`src/rtl/fifo_pkg.sv`:
```
// Shared helpers for the FIFO family: depth derivation, parameter legality and pointer distance.
package fifo_pkg;

    function automatic int fifo_depth(input int addr_w);
        return 1 << addr_w;
    endfunction

    function automatic bit fifo_params_ok(input int addr_w, input int afull_th, input int aempty_th);
        return (afull_th >= 1) && (afull_th <= fifo_depth(addr_w)) &&
               (aempty_th >= 0) && (aempty_th <= fifo_depth(addr_w) - 1);
    endfunction

    // Pointers carry one extra wrap bit, so the distance is taken modulo 2**(addr_w+1).
    function automatic logic [31:0] ptr_distance(input logic [31:0] wptr, input logic [31:0] rptr,
                                                 input int addr_w);
        logic [31:0] mask;
        mask = (32'd1 << (addr_w + 1)) - 32'd1;
        return (wptr - rptr) & mask;
    endfunction

endpackage

```
`src/rtl/fifo_mem_2p.sv`:
```
// DEPTH x DATA_W storage array: one synchronous write port, one asynchronous read port.
module fifo_mem_2p
    import fifo_pkg::*;
#(
    parameter int DATA_W = 8,
    parameter int ADDR_W = 4
) (
    input  logic              clk,
    input  logic              we_i,
    input  logic [ADDR_W-1:0] waddr_i,
    input  logic [DATA_W-1:0] wdata_i,
    input  logic [ADDR_W-1:0] raddr_i,
    output logic [DATA_W-1:0] rdata_o
);

    localparam int DEPTH = fifo_depth(ADDR_W);

    logic [DATA_W-1:0] mem_q [DEPTH];

    always_ff @(posedge clk) begin
        if (we_i) begin
            mem_q[waddr_i] <= wdata_i;
        end
    end

    assign rdata_o = mem_q[raddr_i];

endmodule

```
`src/rtl/sync_fifo_param.sv`:
```
// Single-clock FIFO with selectable registered or first-word-fall-through read, fill count,
// synchronous flush and sticky overflow/underflow flags.
module sync_fifo_param
    import fifo_pkg::*;
#(
    parameter int DATA_W    = 8,
    parameter int ADDR_W    = 4,
    parameter int AFULL_TH  = 12,
    parameter int AEMPTY_TH = 2,
    parameter int FWFT      = 0
) (
    input  logic              clk,
    input  logic              rst_n,
    input  logic              winc,
    input  logic [DATA_W-1:0] wr_data,
    input  logic              rinc,
    input  logic              flush,
    output logic [DATA_W-1:0] rd_data,
    output logic              wfull,
    output logic              rempty,
    output logic              walmost_full,
    output logic              ralmost_empty,
    output logic [ADDR_W:0]   fill_cnt,
    output logic              overflow,
    output logic              underflow
);

    if (!fifo_params_ok(ADDR_W, AFULL_TH, AEMPTY_TH)) begin : g_param_err
        $fatal(1, "sync_fifo_param: AFULL_TH or AEMPTY_TH out of range");
    end

    localparam logic [ADDR_W:0] PTR_ONE   = {{ADDR_W{1'b0}}, 1'b1};
    localparam logic [ADDR_W:0] AFULL_V   = (ADDR_W + 1)'(AFULL_TH);
    localparam logic [ADDR_W:0] AEMPTY_V  = (ADDR_W + 1)'(AEMPTY_TH);

    logic [ADDR_W:0]   wptr_q, wptr_d;
    logic [ADDR_W:0]   rptr_q, rptr_d;
    logic              ovf_q, ovf_d;
    logic              udf_q, udf_d;
    logic              wr_acc, rd_acc;
    logic [DATA_W-1:0] mem_rdata;

    assign rempty        = (wptr_q == rptr_q);
    assign wfull         = (wptr_q[ADDR_W] != rptr_q[ADDR_W]) &&
                           (wptr_q[ADDR_W-1:0] == rptr_q[ADDR_W-1:0]);
    assign fill_cnt      = (ADDR_W + 1)'(ptr_distance(32'(wptr_q), 32'(rptr_q), ADDR_W));
    assign walmost_full  = (fill_cnt >= AFULL_V);
    assign ralmost_empty = (fill_cnt <= AEMPTY_V);
    assign overflow      = ovf_q;
    assign underflow     = udf_q;

    // Acceptance uses pre-edge flags; flush drops both accesses silently.
    assign wr_acc = winc && !wfull && !flush;
    assign rd_acc = rinc && !rempty && !flush;

    always_comb begin
        wptr_d = wptr_q;
        rptr_d = rptr_q;
        ovf_d  = ovf_q;
        udf_d  = udf_q;
        if (flush) begin
            wptr_d = '0;
            rptr_d = '0;
            ovf_d  = 1'b0;
            udf_d  = 1'b0;
        end else begin
            if (wr_acc)         wptr_d = wptr_q + PTR_ONE;
            if (rd_acc)         rptr_d = rptr_q + PTR_ONE;
            if (winc && wfull)  ovf_d  = 1'b1;
            if (rinc && rempty) udf_d  = 1'b1;
        end
    end

    always_ff @(posedge clk or negedge rst_n) begin
        if (!rst_n) begin
            wptr_q <= '0;
            rptr_q <= '0;
            ovf_q  <= 1'b0;
            udf_q  <= 1'b0;
        end else begin
            wptr_q <= wptr_d;
            rptr_q <= rptr_d;
            ovf_q  <= ovf_d;
            udf_q  <= udf_d;
        end
    end

    fifo_mem_2p #(
        .DATA_W (DATA_W),
        .ADDR_W (ADDR_W)
    ) u_mem (
        .clk     (clk),
        .we_i    (wr_acc),
        .waddr_i (wptr_q[ADDR_W-1:0]),
        .wdata_i (wr_data),
        .raddr_i (rptr_q[ADDR_W-1:0]),
        .rdata_o (mem_rdata)
    );

    if (FWFT != 0) begin : g_fwft
        // Forced to zero while empty so reset and flush present a clean bus.
        assign rd_data = rempty ? '0 : mem_rdata;
    end else begin : g_reg_read
        logic [DATA_W-1:0] rd_q, rd_d;

        assign rd_d = rd_acc ? mem_rdata : rd_q;

        always_ff @(posedge clk or negedge rst_n) begin
            if (!rst_n) begin
                rd_q <= '0;
            end else begin
                rd_q <= rd_d;
            end
        end

        assign rd_data = rd_q;
    end

endmodule

```
`config.mk`:
```
export PLATFORM = sky130hd
export DESIGN_NAME = sync_fifo_param
export DESIGN_NICKNAME = d
export VERILOG_FILES = /design/src/rtl/fifo_pkg.sv /design/src/rtl/fifo_mem_2p.sv /design/src/rtl/sync_fifo_param.sv
export SDC_FILE = /design/constraint.sdc
export NUM_CORES = 1
export LEC_CHECK = 0
export ABC_AREA = 1
export CAP_MARGIN = 20
export CORE_MARGIN = 2
export CORE_UTILIZATION = 60
export DETAILED_ROUTE_END_ITERATION = 16
export GPL_TIMING_DRIVEN = 0
export PLACE_DENSITY = 0.85
export SLEW_MARGIN = 15
export SYNTH_ARGS = -nofsm -noshare
export SYNTH_HDL_FRONTEND = slang
export SYNTH_HIERARCHICAL = 1
export SYNTH_SLANG_ARGS = --single-unit
export TNS_END_PERCENT = 1
```
`constraint.sdc`:
```
create_clock -name clk -period 2.85 [get_ports clk]
set_clock_uncertainty 0.05 [all_clocks]
set_input_delay 0.285 -clock clk [delete_from_list [all_inputs] [get_ports clk]]
set_output_delay 0.285 -clock clk [all_outputs]
set_load 0.03 [all_outputs]
```
==> flow_metrics.py <==
metrics = {
    "power": {
        "leakagePower_nw": 3.61,
        "power_density_mw_per_mm2": 797,
        "power_mw": 6.39,
        "peakVddDrop_mv": 0.754,
    },
    "layout": {
        "num_antenna_cells": 0,
        "design_area_mm2": 0.00802,
        "nNetsFinal": 784,
        "fillers": 815,
        "multi_input_area_mm2": 0.00192,
        "syn_to_final_growth_pct": 16.6,
        "stdcell_count": 920,
        "drive_above_1_share_pct": 12.0,
        "regArea_mm2": 0.00435,
    },
    "clock_network": {
        "ctsHoldBuffers": 0,
        "root_buffer": "clkbuf_16",
        "cts_num_sinks": 148,
        "cts_tree": "yes",
        "clk_path_buf_depth": 2,
        "clk_pin_slew_ps": 60,
        "numCtsBuffers": 17,
        "cts_htree_levels": 4,
        "clock_latency_ps": 430,
    },
    "route": {
        "drtIter0Drc": 601,
        "drtPass1Iterations": 6,
        "wl_um": 17000,
        "detail-route-antenna-nets": 0,
        "vias": 5176,
        "drc": 0,
        "wire_per_inst_um": 18.5,
        "avgViaCountPerCell": 5.63,
    },
    "sta": {
        "fin_crit_sh_pct": 97.0,
        "rsz0062_at_grt": "yes",
        "finalHoldViolations": 0,
        "period_needed_ps": 2770,
        "slew_headroom_pct": 40.1,
        "fmax_ghz": 0.362,
        "tightest_slew_ps": 896,
        "slew_viol_final": 0,
        "setup_viol": 0,
    },
    "place": {
        "place_area_mm2": 0.00736,
        "portBuffers": 30,
        "placed_cells": 888,
        "post-dp-hpwl_um": 11200,
        "gp_congestion": 0.951,
    },
    "yosys": {
        "yosys_warnings": 6,
        "synth_top_area_cell": "edfxtp_1",
        "synthesis.area_mm2": 0.00688,
        "syn_nets": 735,
        "ys_ff_latch": 148,
        "ys_top_cells_by_area": "edfxtp_1, nand2_1, nand3_1",
        "synth_cells": 715,
        "synth_top_cell_area_share_pct": 55.9,
        "syn_area_per_cell_um2": 9.62,
        "yosysUniqueCellTypes": 24,
        "synth_seq_area_share_pct": 63.1,
    },
    "setup_path": {
        "cp.arrival_ps": 2780,
        "cp-startpoint": "wptr_q[3]",
        "timing.rr.start": "wptr_q[3]",
        "cp-end-kind": "flip-flop",
        "critical-path-max-stage-delay_ps": 520,
        "crit_chain": "ha_1, nand2_2, nor2_4, nand2_2, nand2_4, nor2_1, nand3_1, nor2_2",
        "crit_path_top_delay_cell": "nor2_2",
        "crit_cells": 8,
        "cp_num_buf_inv": 0,
        "crit_required_ps": 2860,
        "critical_path_class": "flip-flop to flip-flop",
        "cp-start-kind": "flip-flop",
        "crit_path_end": "u_mem/mem_q[12][6]",
        "r2r_end": "u_mem/mem_q[12][6]",
        "worst-r2r-setup-slack_ps": 80,
        "crit_family": "simple AND/OR/NAND/NOR gates",
        "crit_fanout": 10,
        "cpMostUsedCell": "nand2_2",
        "worstRegToRegCells": 8,
    },
    "global_route": {
        "grt_max_degree": 21,
        "grt_pass1_wl_um": 26500,
        "grt_overflow": 0,
        "antenna_found_initial": 0,
        "track_usage_pct": 29.0,
        "grt_pass1_vias": 5015,
    },
    "worst_hold_path": {
        "holdCritPathClass": "input port to flip-flop",
    },
    "job": {
        "max-cap-violations": 0,
    },
    "floorplanning": {
        "core_area_mm2": 0.0113,
        "start_util_pct": 60.8,
        "io_pins": 32,
        "die_height_um": 111,
        "fp-row-count": 39,
        "die_w_um": 111,
        "die_area_mm2": 0.0123,
    },
    "run_status": {
        "outcome": "finished, final reports clean",
    },
}
[area by class of cell]
type	instances	area share (%)
Buffer	30	2.51
Clock buffer	17	5.30
Clock inverter	15	2.54
Inverter	121	5.66
Multi-Input combinational cell	416	23.9
Sequential cell	148	54.2
Tap cell	143	2.23
Timing Repair Buffer	30	3.70
[per-stage QoR]
| stage | worst slack (ps) | TNS [ps] | utilization (%) | hold slack, ps |
|---|---|---|---|---|
| CTS | -50.3 | -1450 | 70.6 | 96.2 |
| finish | 84.7 | 0 | 70.9 | 107 |
| floorplan | 524 | 0 | - | -60.6 |
| global route | -63.0 | -1930 | 70.9 | 119 |
| global placement | 3.54 | 0 | 65.0 | 404 |
| detailed placement | -98.0 | -2110 | 65.0 | 411 |
[layout by cell type (no fill, tap or decap), types with 4 or more instances in the layout]
cell,netlist,routed
edfxtp_1,128,128
clkbuf_16,0,17
nor2_2,0,13
buf_4,4,4
bufinv_16,0,4
buf_2,17,18
clkinv_2,0,4
buf_6,7,7
nand4_1,16,16
inv_2,5,5
nand2_2,6,6
dfrtp_1,20,18
nand2_1,233,233
inv_1,116,116
nand3_1,115,115
ha_1,6,5
clkdlybuf4s50_1,0,23
nor2_1,27,14
[what timing repair did]
item                       CTS  global route
pin swaps                    0             0
cloned                       0             0
setup buffers                0             0
setup endpoints to repair   68           135
gates resized for setup     11            19
hold endpoints to repair     0             0
[Yosys cell counts]
library cell	n
nand2_1	233
edfxtp_1	128
inv_1	116
nand3_1	115
nor2_1	27
dfrtp_1	20
buf_2	17
nand4_1	16
buf_6	7
ha_1	6
nand2_2	6
inv_2	5
buf_4	4
a21oi_1	3
nand3b_1	3
a21oi_2	1
buf_1	1
clkbuf_1	1
fa_1	1
nand2_4	1
nand3_2	1
nor2_4	1
xnor2_1	1
xor2_1	1
[per-layer routing]
| metal | vias up | wire (um) | track usage (%) |
|---|---|---|---|
| met4 | 0 | 574 | 12.2 |
| li1 | 2411 | - | - |
| met5 | - | 0 | 0 |
| met2 | 268 | 8560 | 49.2 |
| met3 | 41 | 1550 | 6.56 |
| met1 | 2456 | 6310 | 36.1 |
[report_power, final]
part | switching, mW | internal, mW
Clock | 0.900 | 1.47
Combinational | 1.00 | 0.514
Sequential | 0.0596 | 2.44
[kinds of logic (layout without fill, tap and decap cells)]
kind of cell	after synthesis	after routing	share of synthesized area, %
and+or+nand+nor	403	403	25.4
buffers and inverters	151	213	9.53
DFF	148	148	63.1
adders and majority gates	7	7	1.38
AOI/OAI and AO/OA	4	4	0.345
xor gates and xnor gates	2	2	0.255
[worst min path at each step]
stage | start | endpoint | slack, ps | depth (start not counted)
4_1_cts | flush | underflow | 100 | 2
5_1_grt | flush | underflow | 120 | 2
3_5_place_dp | rd_data[6] | rd_data[6] | 410 | 2
2_1_floorplan | rst_n | overflow | -60 | 0
3_3_place_gp | rd_data[1] | rd_data[1] | 400 | 2
6_report | flush | underflow | 110 | 2
[worst reg2reg max path, delay by kind of cell (launching register included)]
kind,cells,cell delay (ps)
fa+ha+maj,1,420
simple gates,7,1420
flops,1,500
[state kept, by name, indices dropped and copies added (netlist names)]
name	cells
overflow	1
rd_data	8
rptr_q	5
u_mem/mem_q	128
underflow	1
wptr_q	5
No activity file was read; power rests on OpenSTA's default activity.
